$ cat config.mk
export PLATFORM = sky130hd
export DESIGN_NAME = mutative_reconfig_ctrl
export DESIGN_NICKNAME = d
export VERILOG_FILES = /design/src/rtl/mutative_reconfig_ctrl.sv
export SDC_FILE = /design/constraint.sdc
export NUM_CORES = 1
export LEC_CHECK = 0
export CAP_MARGIN = 20
export CORE_MARGIN = 8
export CORE_UTILIZATION = 44
export DETAILED_ROUTE_END_ITERATION = 12
export PLACE_DENSITY_LB_ADDON = 0.25
export SYNTH_ARGS = -nofsm -noshare
export SYNTH_HDL_FRONTEND = slang
export SYNTH_SLANG_ARGS = --single-unit
$ cat constraint.sdc
create_clock -name clk -period 2.2 [get_ports clk]
set_clock_uncertainty 0.1 [all_clocks]
set_input_delay 0.44 -clock clk [delete_from_list [all_inputs] [get_ports clk]]
set_output_delay 0.44 -clock clk [all_outputs]
set_load 0.01 [all_outputs]
$ cat src/rtl/mutative_reconfig_ctrl.sv
// ---------------------------------------------------------------------------
// mutative_reconfig_ctrl
//
// Sequences a run-time associativity change for the mutative cache. A mode
// request first stalls new upstream accesses and waits for the in-flight
// access to drain. The controller then walks every line (way-minor order),
// writes back dirty valid lines and invalidates them. Only after that does it
// switch `setup`, the mode consumed by the comparator and array-enable logic.
//
// Ports:
//   clk, rst_n             clock, asynchronous active-low reset
//   cfg_req, cfg_mode      level request (held until cfg_ack) and target mode
//   cfg_ack                one-cycle pulse: new setup is in effect
//   setup                  current mode (0=DM, 1=2-way, 2=4-way, 3=8-way)
//   ufp_busy               main cache FSM has an access in flight
//   stall                  block acceptance of new upstream accesses
//   walk_set, walk_way     maintenance access address
//   walk_csb, walk_web     active-low array select / write enable
//                          (a walk write clears valid and dirty)
//   line_valid, line_dirty status of the walked line, one cycle after the read
//   wb_req, wb_ack         write back line {walk_set, walk_way}, held until ack
// ---------------------------------------------------------------------------
module mutative_reconfig_ctrl #(
    parameter int WAYS         = 8,
    parameter int SETS         = 16,
    parameter int WAY_IDX_BITS = 3,
    parameter int SET_IDX_BITS = 4
) (
    input  logic                    clk,
    input  logic                    rst_n,
    input  logic                    cfg_req,
    input  logic [1:0]              cfg_mode,
    output logic                    cfg_ack,
    output logic [1:0]              setup,
    input  logic                    ufp_busy,
    output logic                    stall,
    output logic [SET_IDX_BITS-1:0] walk_set,
    output logic [WAY_IDX_BITS-1:0] walk_way,
    output logic                    walk_csb,
    output logic                    walk_web,
    input  logic                    line_valid,
    input  logic                    line_dirty,
    output logic                    wb_req,
    input  logic                    wb_ack
);

    typedef enum logic [2:0] {
        ST_IDLE   = 3'd0,
        ST_DRAIN  = 3'd1,
        ST_READ   = 3'd2,
        ST_CHECK  = 3'd3,
        ST_WB     = 3'd4,
        ST_INV    = 3'd5,
        ST_SWITCH = 3'd6,
        ST_ACK    = 3'd7
    } state_t;

    localparam logic [SET_IDX_BITS-1:0] SET_ZERO = {SET_IDX_BITS{1'b0}};
    localparam logic [WAY_IDX_BITS-1:0] WAY_ZERO = {WAY_IDX_BITS{1'b0}};
    localparam logic [SET_IDX_BITS-1:0] SET_ONE  = {{(SET_IDX_BITS-1){1'b0}}, 1'b1};
    localparam logic [WAY_IDX_BITS-1:0] WAY_ONE  = {{(WAY_IDX_BITS-1){1'b0}}, 1'b1};
    localparam logic [SET_IDX_BITS-1:0] LAST_SET = SET_IDX_BITS'(SETS - 1);
    localparam logic [WAY_IDX_BITS-1:0] LAST_WAY = WAY_IDX_BITS'(WAYS - 1);

    state_t                  state_r;
    state_t                  state_s;
    logic [1:0]              target_r;
    logic [1:0]              target_s;
    logic [1:0]              setup_r;
    logic [1:0]              setup_s;
    logic [SET_IDX_BITS-1:0] walk_set_r;
    logic [SET_IDX_BITS-1:0] walk_set_s;
    logic [WAY_IDX_BITS-1:0] walk_way_r;
    logic [WAY_IDX_BITS-1:0] walk_way_s;
    logic [SET_IDX_BITS-1:0] adv_set_s;
    logic [WAY_IDX_BITS-1:0] adv_way_s;
    logic                    last_line_s;

    logic cfg_ack_r;
    logic stall_r;
    logic walk_csb_r;
    logic walk_web_r;
    logic wb_req_r;
    logic cfg_ack_s;
    logic stall_s;
    logic walk_csb_s;
    logic walk_web_s;
    logic wb_req_s;

    // Next walk address in way-minor order; the walk never wraps past the last line.
    always_comb begin
        adv_set_s   = walk_set_r;
        adv_way_s   = walk_way_r;
        last_line_s = (walk_set_r == LAST_SET) && (walk_way_r == LAST_WAY);
        if (walk_way_r == LAST_WAY) begin
            adv_way_s = WAY_ZERO;
            adv_set_s = walk_set_r + SET_ONE;
        end else begin
            adv_way_s = walk_way_r + WAY_ONE;
        end
    end

    // Next-state, target latch, walk counters and mode switch.
    always_comb begin
        state_s    = state_r;
        target_s   = target_r;
        setup_s    = setup_r;
        walk_set_s = walk_set_r;
        walk_way_s = walk_way_r;
        case (state_r)
            ST_IDLE: begin
                if (cfg_req) begin
                    target_s = cfg_mode;
                    // Same mode needs no flush: acknowledge without stalling.
                    if (cfg_mode == setup_r) begin
                        state_s = ST_ACK;
                    end else begin
                        state_s = ST_DRAIN;
                    end
                end else begin
                    state_s = ST_IDLE;
                end
            end
            ST_DRAIN: begin
                if (!ufp_busy) begin
                    walk_set_s = SET_ZERO;
                    walk_way_s = WAY_ZERO;
                    state_s    = ST_READ;
                end else begin
                    state_s = ST_DRAIN;
                end
            end
            ST_READ: begin
                state_s = ST_CHECK;
            end
            ST_CHECK: begin
                if (!line_valid) begin
                    if (last_line_s) begin
                        state_s = ST_SWITCH;
                    end else begin
                        walk_set_s = adv_set_s;
                        walk_way_s = adv_way_s;
                        state_s    = ST_READ;
                    end
                end else if (line_dirty) begin
                    state_s = ST_WB;
                end else begin
                    state_s = ST_INV;
                end
            end
            ST_WB: begin
                if (wb_ack) begin
                    state_s = ST_INV;
                end else begin
                    state_s = ST_WB;
                end
            end
            ST_INV: begin
                if (last_line_s) begin
                    state_s = ST_SWITCH;
                end else begin
                    walk_set_s = adv_set_s;
                    walk_way_s = adv_way_s;
                    state_s    = ST_READ;
                end
            end
            ST_SWITCH: begin
                setup_s = target_r;
                state_s = ST_ACK;
            end
            ST_ACK: begin
                state_s = ST_IDLE;
            end
            default: begin
                state_s = ST_IDLE;
            end
        endcase
    end

    // Output decode from the next state so every output comes straight off a flop.
    always_comb begin
        walk_csb_s = !((state_s == ST_READ) || (state_s == ST_INV));
        walk_web_s = (state_s != ST_INV);
        wb_req_s   = (state_s == ST_WB);
        cfg_ack_s  = (state_s == ST_ACK);
        // A same-mode acknowledge (IDLE straight to ACK) never stalls.
        stall_s    = (state_s != ST_IDLE) &&
                     !((state_s == ST_ACK) && (state_r == ST_IDLE));
    end

    // State, mode and walk-address registers.
    always_ff @(posedge clk or negedge rst_n) begin
        if (!rst_n) begin
            state_r    <= ST_IDLE;
            target_r   <= 2'd3;
            setup_r    <= 2'd3;
            walk_set_r <= SET_ZERO;
            walk_way_r <= WAY_ZERO;
        end else begin
            state_r    <= state_s;
            target_r   <= target_s;
            setup_r    <= setup_s;
            walk_set_r <= walk_set_s;
            walk_way_r <= walk_way_s;
        end
    end

    // Registered control outputs.
    always_ff @(posedge clk or negedge rst_n) begin
        if (!rst_n) begin
            cfg_ack_r  <= 1'b0;
            stall_r    <= 1'b0;
            walk_csb_r <= 1'b1;
            walk_web_r <= 1'b1;
            wb_req_r   <= 1'b0;
        end else begin
            cfg_ack_r  <= cfg_ack_s;
            stall_r    <= stall_s;
            walk_csb_r <= walk_csb_s;
            walk_web_r <= walk_web_s;
            wb_req_r   <= wb_req_s;
        end
    end

    assign cfg_ack  = cfg_ack_r;
    assign setup    = setup_r;
    assign stall    = stall_r;
    assign walk_set = walk_set_r;
    assign walk_way = walk_way_r;
    assign walk_csb = walk_csb_r;
    assign walk_web = walk_web_r;
    assign wb_req   = wb_req_r;

endmodule

==> qor.log <==
INFO  synthesis      synth.ff_latch_count=19
INFO  flow_run       cap_viol_max_count=0
INFO  synthesis      synth_area_leader_cell=dfrtp_1
INFO  sta            clock.fmax=476MHz
INFO  sta            period_share=95.5%
INFO  sta            final_max_slew_viol_count=0
INFO  synthesis      synthesis.nets=106
INFO  drt            drtAntennaViolNets=0
INFO  critical_path  timing.critical_path.to_type=register
INFO  cts            post_cts.resized_instances=0
INFO  synthesis      synth_compound_area_share=14.4%
INFO  synthesis      synth_top_family_by_area=simple AND/OR/NAND/NOR gates
INFO  placement      placed_cells=148
INFO  cts            worstSkewPairLatency=0.30ns
INFO  global_route   first_global_vias=833
INFO  cts            cts_max_level=1
INFO  global_route   antenna_found_initial=0
INFO  synthesis      netlist.area_leader.share=30.6%
INFO  cts            cts-hold-fix-buffers=0
INFO  layout         final_nets=138
INFO  floorplan      number_of_primary_i_o_pins=23
INFO  critical_path  cp_data_arrival_time=2.20ns
INFO  synthesis      synth_cells=94
INFO  critical_path  criticalPathCategory=reg2reg
INFO  synthesis      ys_types=35
INFO  drt            drt-vias-per-instance=5.22
INFO  global_route   grt_first_pass_wirelength=3680µm
INFO  synthesis      yosys-mux-area-fraction=9.42%
INFO  floorplan      floorplan.die_area=4240µm²
INFO  layout         area.growth.synth_to_final=30.3%
INFO  sta            tightestPinTransition=0.470ns
INFO  drt            drt-wirelength-per-cell=14.0µm
INFO  drt            remaining_drc_errors=0
INFO  drt            route.final.wire_length=2180µm
INFO  layout         post-route-util=58.0%
INFO  synthesis      seq_area_frac_synth=45.5%
INFO  global_route   grt_remaining_overflow=0
INFO  critical_path  worst_r2r_endpoint=walk_way[0]$_DFFE_PN0P_
INFO  synthesis      async_flop_share=100%
INFO  outcome        status=finished, final reports clean
INFO  global_route   grtUsageMet3=3.40%
INFO  synthesis      synth.area.top_cells=dfrtp_1 31%, dfstp_2 15%, mux2_2 4.2%, mux2i_1 3.8%, ha_1 3.5%
INFO  drt            detailroute.via_count=809
INFO  placement      dp_area=1330µm²
INFO  pwr            max-vdd-ir-drop=799µV
INFO  floorplan      die_width=65.1µm
INFO  pwr            static_power_due_to_leakage=0.628nW
INFO  layout         most_frequent_standard_cell_in_the_layout_excluding_fill_and_tap_cells=clkdlybuf4s50_1
INFO  floorplan      coreArea=2390µm²
INFO  global_route   largest_net_degree_at_the_start_of_global_routing=20
INFO  synthesis      netlist_area=1060µm²
INFO  drt            drt_initial_violations=18
INFO  cts            clkTransAtPathRegs=0.11ns
INFO  floorplan      placement_rows=18
INFO  critical_path  crit_fanout=5
INFO  global_route   gr-usage-met1=12.0%
INFO  synthesis      postSynthAreaPerCell=11.3µm²
INFO  critical_path  crit_path_start_kind=register
INFO  cts            cts.root.buffer_cell=clkbuf_4
INFO  global_route   grt_most_used_layer=met2
INFO  floorplan      die_h=65.1µm
INFO  sta            timing_hold_violations_final=0
INFO  global_route   track_usage=10.9%
INFO  layout         final_cell_count_no_fill=155
INFO  sta            fin_crit=2.10ns
INFO  layout         drive_above_1_share=28.0%
INFO  pwr            p_per_area=1190nW/µm²
INFO  critical_path  cp_data_required_time=2.29ns
INFO  sta            rsz0062_at_grt=false
INFO  synthesis      yosys.area_share.simple=20.6%
INFO  synthesis      yosys.area_share.xor_xnor=1.65%
INFO  layout         mostFrequentLayoutCells=22 x clkdlybuf4s50_1, 13 x dfrtp_1, 10 x nand2_1
INFO  synthesis      yosys_warnings=0
INFO  sta            setup-violations-final=0
INFO  layout         antenna_cells_inserted=0
INFO  synthesis      yosys_most_used_dff=dfrtp_1
INFO  drt            detail_route.first_pass.iterations=4
INFO  critical_path  reg2reg_slack=0.1ns
INFO  floorplan      starting_density_of_the_core=44.5%
INFO  layout         layout.cell_area.non_filler=1380µm²
INFO  cts            cts.repair_timing.setup_buffer_count=0
INFO  placement      place_hpwl=1650µm
INFO  placement      gp_routability_congestion=0.771
INFO  min_path       hp-class=in2async
INFO  critical_path  critical_path.reg2reg.startpoint=walk_way[0]$_DFFE_PN0P_
INFO  synthesis      synthAdderAreaFrac=3.53%
INFO  cts            cts_tree=yes
INFO  placement      port_buffers=22
INFO  synthesis      synth-edff-count=0
INFO  cts            clock_tree.buffer_depth=2
INFO  sta            timing.slew.headroom=68.7%
INFO  cts            clkSinkCount=19
INFO  critical_path  ff2ff_path_depth=7
INFO  global_route   gr-usage-met2=18.5%
INFO  cts            cts_inserted_buffers=3
==> Yosys cell counts, types with 2 or more instances <==
library cell,number
buf_4,3
dfrtp_1,13
nand2b_1,6
nand3_1,5
o21ai_1,2
nor2_1,6
and3_1,2
ha_1,3
a21oi_1,2
nand2_1,10
dfstp_2,6
inv_1,5
xnor2_1,2
mux2_2,4
mux2i_1,4
o221ai_2,2
==> logic make-up (layout without fill, tap and decap cells) <==
group | count (synthesis) | in the layout
buffers and inverters | 9 | 40
adders and majority gates | 3 | 3
and+or+nand+nor | 37 | 37
muxes | 9 | 9
AOI/OAI and AO/OA | 15 | 15
xor gates and xnor gates | 2 | 2
DFF | 19 | 19
==> cell type report <==
class | instances | area (µm²)
sequential | 19 | 483
timing repair buffer | 31 | 288
clock buffer | 3 | 22.5
fill | 215 | 1000
clock inverter | 1 | 5.00
inverter | 5 | 18.8
multi-input combinational | 66 | 529
tap | 30 | 37.5
==> per-stage QoR <==
step	power [W]	hold WS, ns	setup slack (ns)	setup TNS, ns
2_1_floorplan	0.00117	0.0444	0.00974	0
3_3_place_gp	0.00143	0.433	0.0514	0
3_5_place_dp	0.00144	0.440	-0.0139	-0.0229
4_1_cts	0.00163	0.363	0.0866	0
5_1_grt	0.00177	0.373	0.00126	0
6_report	0.00165	0.356	0.0996	0
==> sequential cells by signal, indices dropped and copies added, names as in the netlist <==
register and flops:
wb_req 1, cfg_ack 1, walk_csb 1, setup 2, walk_set 4, state_r 3, stall 1, walk_web 1
walk_way 3, target_r 2
==> how the worst max path moves through the flow <==
stage	slack (ns)	start	endpoint
floorplan	0.01	walk_way[0]$_DFFE_PN0P_	walk_way[0]$_DFFE_PN0P_
global placement	0.05	line_valid	walk_way[0]$_DFFE_PN0P_
detailed placement	-0.01	line_valid	walk_way[0]$_DFFE_PN0P_
CTS	0.09	walk_way[0]$_DFFE_PN0P_	walk_way[0]$_DFFE_PN0P_
global route	0.001	walk_way[0]$_DFFE_PN0P_	walk_way[1]$_DFFE_PN0P_
finish	0.1	walk_way[0]$_DFFE_PN0P_	walk_way[0]$_DFFE_PN0P_
==> where the power goes <==
group	switching, W	internal [W]	total [W]
sequential	0.000133	0.000492	0.000625
combinational	0.000378	0.000469	0.000847
clock	0.000113	0.0000678	0.000181
==> layer usage <==
layer  wire length, µm  part of all wire (%)
met5                 0                     0
met4                40                   1.8
met3                88                   4.0
met2              1080                    50
met1               967                    44
==> worst max-delay path: stages, from the launching register on <==
cell and delay [ns]:
dfrtp_1 0.40, ha_1 0.21, ha_2 0.20, a41oi_2 0.22
o221ai_2 0.14, a31oi_2 0.20, nor2b_4 0.22, mux2_4 0.30
Note: power is estimated with default switching activity, not from simulation.
